`src/rtl/amm_arb_pkg.sv`:
```
// rtl/amm_arb_pkg.sv - shared types and grant-select helpers for amm_arbiter
package amm_arb_pkg;

  typedef enum logic {IDLE, GRANT} state_e;

  // Widest supported master count; select helpers work on vectors this wide.
  localparam int MAX_M = 8;

  function automatic int id_w(input int n);
    return (n > 1) ? $clog2(n) : 1;
  endfunction

  // First requesting index strictly after ptr, wrapping; ptr itself has lowest priority.
  function automatic logic [2:0] rr_select(input logic [MAX_M-1:0] req, input int n,
                                           input logic [2:0] ptr);
    logic [2:0] sel;
    int idx;
    sel = ptr;
    for (int i = MAX_M; i >= 1; i--) begin
      if (i <= n) begin
        idx = (int'(ptr) + i) % n;
        if (req[idx[2:0]]) sel = idx[2:0];
      end
    end
    return sel;
  endfunction

  // Lowest requesting index wins.
  function automatic logic [2:0] fixed_select(input logic [MAX_M-1:0] req, input int n);
    logic [2:0] sel;
    sel = 3'd0;
    for (int i = MAX_M - 1; i >= 0; i--) begin
      if (i < n && req[i]) sel = 3'(i);
    end
    return sel;
  endfunction

endpackage

```
`src/rtl/amm_arb_id_fifo.sv`:
```
// rtl/amm_arb_id_fifo.sv - synchronous FIFO holding master IDs of outstanding reads
module amm_arb_id_fifo #(
  parameter int DEPTH = 4,
  parameter int W     = 2
) (
  input  logic         clk_i,
  input  logic         rst_i,
  input  logic         push_i,
  input  logic [W-1:0] push_data_i,
  input  logic         pop_i,
  output logic [W-1:0] head_o,
  output logic         full_o,
  output logic         empty_o
);
  localparam int PW = $clog2(DEPTH);

  logic [W-1:0]  mem_q [DEPTH];
  logic [PW-1:0] wr_ptr_q, rd_ptr_q;
  logic [PW:0]   count_q;
  logic          do_push, do_pop;

  assign full_o  = (count_q == (PW+1)'(DEPTH));
  assign empty_o = (count_q == '0);
  assign head_o  = mem_q[rd_ptr_q];
  assign do_push = push_i & ~full_o;
  assign do_pop  = pop_i & ~empty_o;

  // Pointer and occupancy update; simultaneous push and pop leaves the count unchanged.
  always_ff @(posedge clk_i) begin
    if (!rst_i) begin
      wr_ptr_q <= '0;
      rd_ptr_q <= '0;
      count_q  <= '0;
    end else begin
      if (do_push) wr_ptr_q <= wr_ptr_q + PW'(1);
      if (do_pop)  rd_ptr_q <= rd_ptr_q + PW'(1);
      case ({do_push, do_pop})
        2'b10:   count_q <= count_q + (PW+1)'(1);
        2'b01:   count_q <= count_q - (PW+1)'(1);
        default: count_q <= count_q;
      endcase
    end
  end

  // Storage write; contents are don't-care until pushed.
  always_ff @(posedge clk_i) begin
    if (do_push) mem_q[wr_ptr_q] <= push_data_i;
  end

endmodule

```
`src/rtl/amm_arbiter.sv`:
```
// rtl/amm_arbiter.sv - round-robin Avalon-MM arbiter; define AMM_ARB_FIXED_PRIO_EN for fixed priority
module amm_arbiter
  import amm_arb_pkg::*;
#(
  parameter int NUM_M    = 4,
  parameter int A_W      = 8,
  parameter int D_W      = 64,
  parameter int MAX_PEND = 4
) (
  input  logic                   clk_i,
  input  logic                   rst_i,
  input  logic [NUM_M*A_W-1:0]   m_address_i,
  input  logic [NUM_M-1:0]       m_read_i,
  input  logic [NUM_M-1:0]       m_write_i,
  input  logic [NUM_M*D_W-1:0]   m_writedata_i,
  input  logic [NUM_M*D_W/8-1:0] m_byteenable_i,
  output logic [NUM_M-1:0]       m_waitrequest_o,
  output logic [D_W-1:0]         m_readdata_o,
  output logic [NUM_M-1:0]       m_readdatavalid_o,
  output logic [A_W-1:0]         s_address_o,
  output logic                   s_read_o,
  output logic                   s_write_o,
  output logic [D_W-1:0]         s_writedata_o,
  output logic [D_W/8-1:0]       s_byteenable_o,
  input  logic                   s_waitrequest_i,
  input  logic [D_W-1:0]         s_readdata_i,
  input  logic                   s_readdatavalid_i,
  output logic                   unexp_rdv_o
);
  localparam int ID_W = id_w(NUM_M);
  localparam int BE_W = D_W / 8;

  state_e          state_q, state_d;
  logic [ID_W-1:0] gnt_q, gnt_d;
  logic            unexp_q, unexp_d;
  logic [NUM_M-1:0] req;
  logic [MAX_M-1:0] req_ext;
  logic [2:0]      sel_full;
  logic            grant_act, cmd_wr, cmd_rd, rd_block, accept;
  logic            fifo_full, fifo_empty, fifo_push, fifo_pop;
  logic [ID_W-1:0] fifo_head;

  assign req       = m_read_i | m_write_i;
  assign req_ext   = MAX_M'(req);
  assign grant_act = rst_i & (state_q == GRANT);
  assign cmd_wr    = m_write_i[gnt_q];
  assign cmd_rd    = m_read_i[gnt_q] & ~cmd_wr;
  assign rd_block  = cmd_rd & fifo_full;

  assign s_address_o    = m_address_i[gnt_q*A_W +: A_W];
  assign s_writedata_o  = m_writedata_i[gnt_q*D_W +: D_W];
  assign s_byteenable_o = m_byteenable_i[gnt_q*BE_W +: BE_W];
  assign s_write_o      = grant_act & cmd_wr;
  assign s_read_o       = grant_act & cmd_rd & ~rd_block;
  assign accept         = (s_read_o | s_write_o) & ~s_waitrequest_i;

  assign m_readdata_o = s_readdata_i;
  assign unexp_rdv_o  = unexp_q;
  assign fifo_push    = s_read_o & ~s_waitrequest_i;
  assign fifo_pop     = rst_i & s_readdatavalid_i;

`ifdef AMM_ARB_FIXED_PRIO_EN
  assign sel_full = fixed_select(req_ext, NUM_M);
`else
  logic [ID_W-1:0] ptr_q, ptr_d;

  assign sel_full = rr_select(req_ext, NUM_M, 3'(ptr_q));
  assign ptr_d    = accept ? gnt_q : ptr_q;

  // Round-robin pointer: last accepted master, reset so master 0 wins first.
  always_ff @(posedge clk_i) begin
    if (!rst_i) ptr_q <= ID_W'(NUM_M - 1);
    else        ptr_q <= ptr_d;
  end
`endif

  amm_arb_id_fifo #(.DEPTH(MAX_PEND), .W(ID_W)) u_id_fifo (
    .clk_i       (clk_i),
    .rst_i       (rst_i),
    .push_i      (fifo_push),
    .push_data_i (gnt_q),
    .pop_i       (fifo_pop),
    .head_o      (fifo_head),
    .full_o      (fifo_full),
    .empty_o     (fifo_empty)
  );

  // State, grant and sticky unexpected-readdatavalid registers.
  always_ff @(posedge clk_i) begin
    if (!rst_i) begin
      state_q <= IDLE;
      gnt_q   <= '0;
      unexp_q <= 1'b0;
    end else begin
      state_q <= state_d;
      gnt_q   <= gnt_d;
      unexp_q <= unexp_d;
    end
  end

  // Next state: arbitrate in IDLE, leave GRANT on acceptance or request withdrawal.
  always_comb begin
    state_d = state_q;
    gnt_d   = gnt_q;
    unexp_d = unexp_q | (s_readdatavalid_i & fifo_empty);
    case (state_q)
      IDLE: begin
        if (|req) begin
          gnt_d   = sel_full[ID_W-1:0];
          state_d = GRANT;
        end
      end
      GRANT: begin
        if (!req[gnt_q] || accept) state_d = IDLE;
      end
      default: state_d = IDLE;
    endcase
  end

  // Master-side handshake: only the granted master can see waitrequest low.
  always_comb begin
    m_waitrequest_o = '1;
    if (grant_act) m_waitrequest_o[gnt_q] = s_waitrequest_i | rd_block;
  end

  // Route each returning beat to the master at the FIFO head; orphan beats are dropped.
  always_comb begin
    m_readdatavalid_o = '0;
    if (rst_i && s_readdatavalid_i && !fifo_empty) m_readdatavalid_o[fifo_head] = 1'b1;
  end

endmodule
```
`config.mk`:
```
export PLATFORM = sky130hd
export DESIGN_NAME = amm_arbiter
export DESIGN_NICKNAME = d
export VERILOG_FILES = /design/src/rtl/amm_arb_pkg.sv /design/src/rtl/amm_arb_id_fifo.sv /design/src/rtl/amm_arbiter.sv
export SDC_FILE = /design/constraint.sdc
export NUM_CORES = 1
export LEC_CHECK = 0
export ABC_AREA = 1
export CORE_AREA = 2 2 213 215
export CTS_BUF_LIST = sky130_fd_sc_hd__clkbuf_4 sky130_fd_sc_hd__clkbuf_8
export DETAILED_ROUTE_END_ITERATION = 16
export DIE_AREA = 0 0 215 217
export PLACE_DENSITY = 0.43
export SLEW_MARGIN = 30
export SYNTH_ARGS = -nofsm -noshare
export SYNTH_HDL_FRONTEND = slang
export SYNTH_HIERARCHICAL = 1
export SYNTH_SLANG_ARGS = --single-unit
```
`constraint.sdc`:
```
create_clock -name clk_i -period 6.5 [get_ports clk_i]
set_clock_uncertainty 0.05 [all_clocks]
set_input_delay 0.975 -clock clk_i [delete_from_list [all_inputs] [get_ports clk_i]]
set_output_delay 0.975 -clock clk_i [all_outputs]
set_load 0.02 [all_outputs]
```
== Word level (Yosys, flattened, before mapping) ==
Memories as Yosys holds them, arrays and structs flattened. A register that Yosys moved wholly into a read port is not among the register bits.
Index checks and enable logic that the tools add are counted.
W data, S select, Z words.
Word-level totals
  memories kept: 1
  input port bits: 396
  bits in registers: 13
  memory bits (writable): 8
  logic and storage cells: 105
Memories
  u_id_fifo.mem_q: depth 4, width 2, rd ports 1, clocked after memory_dff 1, write ports 1, RTL line amm_arb_id_fifo.sv:17  | logic [W-1:0] mem_q [DEPTH];
Operators by class
  bitwise logic cells: 28
  equal/unequal tests: 3
  $add $sub $neg: 8
  $lt $le $gt $ge: 8
  reductions and logical operators: 15
  shift operators: 3
  muxes and demuxes: 32
Operators with widths (count)
  $shiftx A256 B9 Y64: 1
  $shiftx A32 B6 Y8: 2
  $lt A3 B4 Y1 const B: 4
  $mux W1: 13
  $and A1 B1 Y1: 12
  $bmux W1 S3: 4
  $mux W2: 6
  $add A2 B1 Y2 const B: 4
  $mux W4: 2
  $or A4 B4 Y4: 2
  $reduce_or A2 Y1: 4
  $bmux W1 S2: 3
  $lt A2 B3 Y1 const B: 2
  $not A1 Y1: 6
  $pmux W3 S2: 1
  $add A2 B2 Y2 const B: 2
  $and A1 B1 Y1 const A: 4
  $demux W1 S2: 2
  $ge A2 B1 Y1 const B: 2
  $logic_and A1 B1 Y1: 4
  $not A4 Y4: 1
  $reduce_or A4 Y1: 1
  $add A3 B1 Y3 const B: 1
  $eq A3 B3 Y1 const B: 1
  other kinds (10): 13

== Logic depth before layout (Yosys ltp) ==
  depth in word-level cells: 12
  depth in mapped cells: 18

== Cells and area by module ==
Netlist, hierarchy kept.
Modules (own cells, without submodules)
  amm_arbiter: seq. area each 120.1 µm², times used 1, area an instance 3030.4 µm², cells each 561
  amm_arb_id_fifo: seq. area each 420.4 µm², times used 1, area an instance 809.5 µm², cells each 90

== Worst setup path before layout ==
No wires, ideal clock.
  path kind: input to output
  from: in s_readdatavalid_i
  to: out m_readdatavalid_o[0]
  arrival time: 1685 ps
  stages: 4
  slack: 3790 ps
  cells stage by stage: nand2_1 > inv_1 > nand2_1 > nor3_1
On the way
  longest elaborated chain between the ends: 3
RTL lines
  start: declaration: RTL line amm_arbiter.sv:27  | input logic s_readdatavalid_i,
  $logic_and A1 B1 Y1 (2 in series): RTL line amm_arbiter.sv:129  | if (rst_i && s_readdatavalid_i && !fifo_empty) m_readdatavalid_o[fifo_head] = 1'b1;
  $mux W4: RTL line amm_arbiter.sv:129
  end: declaration: RTL line amm_arbiter.sv:19  | output logic [NUM_M-1:0] m_readdatavalid_o,
Every way passes these cells.

== Worst setup path after layout ==
  from: reg gnt_q[0]
  to: out s_writedata_o[36]
On the way
  longest elaborated chain between the ends: 1
RTL lines
  start: declaration: RTL line amm_arbiter.sv:34  | logic [ID_W-1:0] gnt_q, gnt_d;
  start signal: assignment: RTL line amm_arbiter.sv:96  | gnt_q <= gnt_d;
  $shiftx A256 B9 Y64: RTL line amm_arbiter.sv:51  | assign s_writedata_o = m_writedata_i[gnt_q*D_W +: D_W];
  end: declaration: RTL line amm_arbiter.sv:23  | output logic [D_W-1:0] s_writedata_o,
Every way passes these cells.

==> summary.md <==
| Metric | Value |
|---|---|
| Net Sw Frac | `47.1%` |
| Post-synthesis simple-gate area fraction | `41.9%` |
| P&R area growth vs syn | `116%` |
| R2r setup slk | `2800 ps` |
| Util after Layout | `18.5%` |
| Final setup fails | `0` |
| DP HPWL | `25600 µm` |
| Hold Path Origin | `unexp_rdv_o` |
| Vias | `5820` |
| Mapped Cells | `651` |
| Worst-Margin Slew | `902 ps` |
| Combinational power share | `78.8%` |
| Cell mode on critical path | `nand3_1` |
| CTS root buf | `clkbuf_8` |
| Clock power share | `7.1%` |
| Post-Syn Area per Cell | `5.90 µm²` |
| Total wire length | `30600 µm` |
| WHS Path Cells | `2` |
| Synth Area in Adders | `2.15%` |
| Vias/cell | `3.69` |
| Sw Pwr | `0.608 mW` |
| Clock sink total | `23` |
| Fmax | `227 MHz` |
| Finished Cell Area | `8280 µm²` |
| Endpoint class of the critical path | `primary output` |
| GRT Total Usage | `12.2%` |
| Worst-path clk slew | `90 ps` |
| Synth top area share | `23.9%` |
| Power, Total | `1.29 mW` |
| HP Class | `reg -> reg` |
| Crit Path Max Fanout | `48` |
| Post-route ant nets | `0` |
| Total gr overflow | `0` |
| # DRC | `0` |
| Die Area | `46700 µm²` |
| Xor and xnor area share after synthesis | `0.228%` |
| Seq/Total Area, Yosys | `14.1%` |
| WL/cell | `19.4 µm` |
| Max Buffers Root-to-Sink | `2` |
| Commonest non-fill, non-tap cell in the layout | `clkdlybuf4s50_1` |
| Max_slew headroom | `39.8%` |
| Vias in the first global route | `5777` |
| Reg-to-Reg End | `u_id_fifo/count_q[2]` |
| Layout Nets | `1378` |
| First-pass GRT wire length | `41700 µm` |
| Initial Utilization | `8.59%` |
| Final hold vios | `0` |
| Die span in y | `217 µm` |
| CTS resizes | `0` |
| Yosys top cell by area | `nand3_1` |
| H-tree levels | `1` |
| Cell variety after synth | `28` |
| Int Pwr | `0.683 mW` |
| Chip width | `215 µm` |
| R2R Path Start | `gnt_q[0]` |
| Seq pwr share | `14.1%` |
| FP Rows | `78` |
| Latest clock arrival within the worst-skew pair | `270 ps` |
| Hold path endpoint | `unexp_rdv_o` |
| Leakage | `3.02 nW` |
| Mux share of post-synthesis cell area | `0%` |
| RSZ-0062 raised after global routing | `no` |
| Port bufs | `422` |
| Outcome | `complete, no violations` |
| CP Data Arrival Time | `3380 ps` |
| R2r worst-path depth | `15` |
| Pwr dens | `156 nW/µm²` |
| Drt initial violations | `311` |
| CTS tree | `yes` |
| Slowest stage cell on the critical path | `clkinv_2` |
| Top Ports | `551` |
| Crit-path cells | `clkinv_2, buf_4, nand3_1, nand3_1, clkdlybuf4s50_1` |
| Yosys warns | `6` |
| Layout cells sized above 1 | `2.56%` |
| Worst IR Drop VDD | `0.0709 mV` |
| Post-CTS setup buffers | `0` |
| Core Region | `44700 µm²` |
| Crit path kind | `reg -> out` |
| Main combinational cell family by area after synthesis | `simple AND/OR/NAND/NOR gates` |
| Largest net degree at the start of global routing | `80` |
| Drt first pass iters | `4` |
| Synth Cell Area | `3840 µm²` |
| Fillers | `5135` |
| Max-cap violations | `0` |
| CP startpoint kind | `flip-flop` |
| Antenna violations before repair | `3` |
| Data required time of the worst path | `5470 ps` |
| Post-synthesis register bit count | `23` |
| Largest stage delay on the critical path | `780 ps` |
| Post-CTS Hold Buffers | `0` |
| Area contributors post-synth | `nand3_1 (24%), a22oi_1 (15%), nand2_1 (13%)` |
| Setup TNS | `0 ps` |
| Tcrit/Tclk final | `67.7%` |
| Total CTS buffers | `3` |
| Most frequent cells in the layout | `clkdlybuf4s50_1 (422), nand3_1 (183), nand2_1 (132), a22oi_1 (79), inv_1 (40)` |
| Period minus WS final | `4400 ps` |
| Fin. max-slew vios | `0` |
| Synth Area in Compound Gates | `20.1%` |
| Placer congestion estimate | `0.844` |
| Cell Area, Placed | `8230 µm²` |
| Syn Nets | `1053` |
==> synthesized netlist by cell type, drive strengths merged <==
library cell	number
fa	1
clkbuf	33
nor2	28
o21ai	20
a21oi	10
nor3	4
edfxtp	8
xor2	1
ha	5
a21o	1
inv	45
dfxtp	15
nand4	3
o22ai	2
buf	76
nand2	136
nand3	183
a22oi	79
a31oi	1
==> critical path, delay by kind of cell (launching register included) <==
kind                   cells  cell delay (ps)
AND/OR/NAND/NOR            2              310
buffers and inverters      3             2070
flip-flops                 1              720
==> power groups by stage <==
stage	Clock (mW)	Combinational [mW]	Sequential, mW
2_1_floorplan	0	0.501	0.166
3_3_place_gp	0	1.04	0.185
3_5_place_dp	0	1.03	0.186
4_1_cts	0.0978	1.04	0.183
5_1_grt	0.103	1.08	0.185
6_report	0.0923	1.02	0.182
==> kinds of logic after synthesis <==
group,count (synthesis)
flops,23
compound gates,113
fa+ha+maj,6
xor+xnor,1
simple gates,354
buf+inv,154
==> layer usage <==
layer	track usage [%]	routed length (µm)	vias to the layer above	part of all wire, %
met5	0	13	-	0.043
met1	14.8	12500	2680	41
met3	3.00	2180	19	7.1
li1	-	-	2853	-
met2	21.4	15100	266	49
met4	3.24	851	2	2.8
==> area by class of cell <==
| class | instances | area, µm² | share of cell area, % |
|---|---|---|---|
| Timing Repair Buffer | 429 | 4290 | 51.8 |
| Multi-Input combinational cell | 474 | 2470 | 29.9 |
| Antenna cell | 1 | 2.50 | 0.0302 |
| Tap cell | 600 | 751 | 9.07 |
| Clock buffer | 3 | 41.3 | 0.499 |
| Sequential cell | 23 | 544 | 6.57 |
| Clock inverter | 1 | 7.51 | 0.0907 |
| Inverter | 45 | 173 | 2.09 |
==> how the worst max path moves through the flow <==
stage | from | end | slack [ps] | cells after the start
final | gnt_q[0] | s_writedata_o[36] | 2100 | 5
after global routing | gnt_q[0] | s_writedata_o[36] | 1740 | 5
after global placement | gnt_q[0] | s_writedata_o[36] | 2260 | 5
after floorplan | s_readdatavalid_i | m_readdatavalid_o[0] | 3790 | 4
after detailed placement | gnt_q[0] | s_writedata_o[36] | 2220 | 5
after CTS | gnt_q[0] | s_writedata_o[36] | 1930 | 5
==> state kept, by name, indices dropped and copies added (netlist names), named ones only <==
name / count
unexp_rdv_o: 1
ptr_q: 2
state_q: 1
u_id_fifo/rd_ptr_q: 2
u_id_fifo/count_q: 3
u_id_fifo/mem_q: 8
gnt_q: 2
u_id_fifo/wr_ptr_q: 2
==> metrics by stage <==
step	hold WS (ps)	cells	worst slack, ps
after floorplan	405	651	3790
after global placement	409	1571	2260
after detailed placement	405	1571	2220
after CTS	427	1575	1930
after global routing	452	1575	1740
final	419	1576	2100
Note: power is estimated with default switching activity, not from simulation.
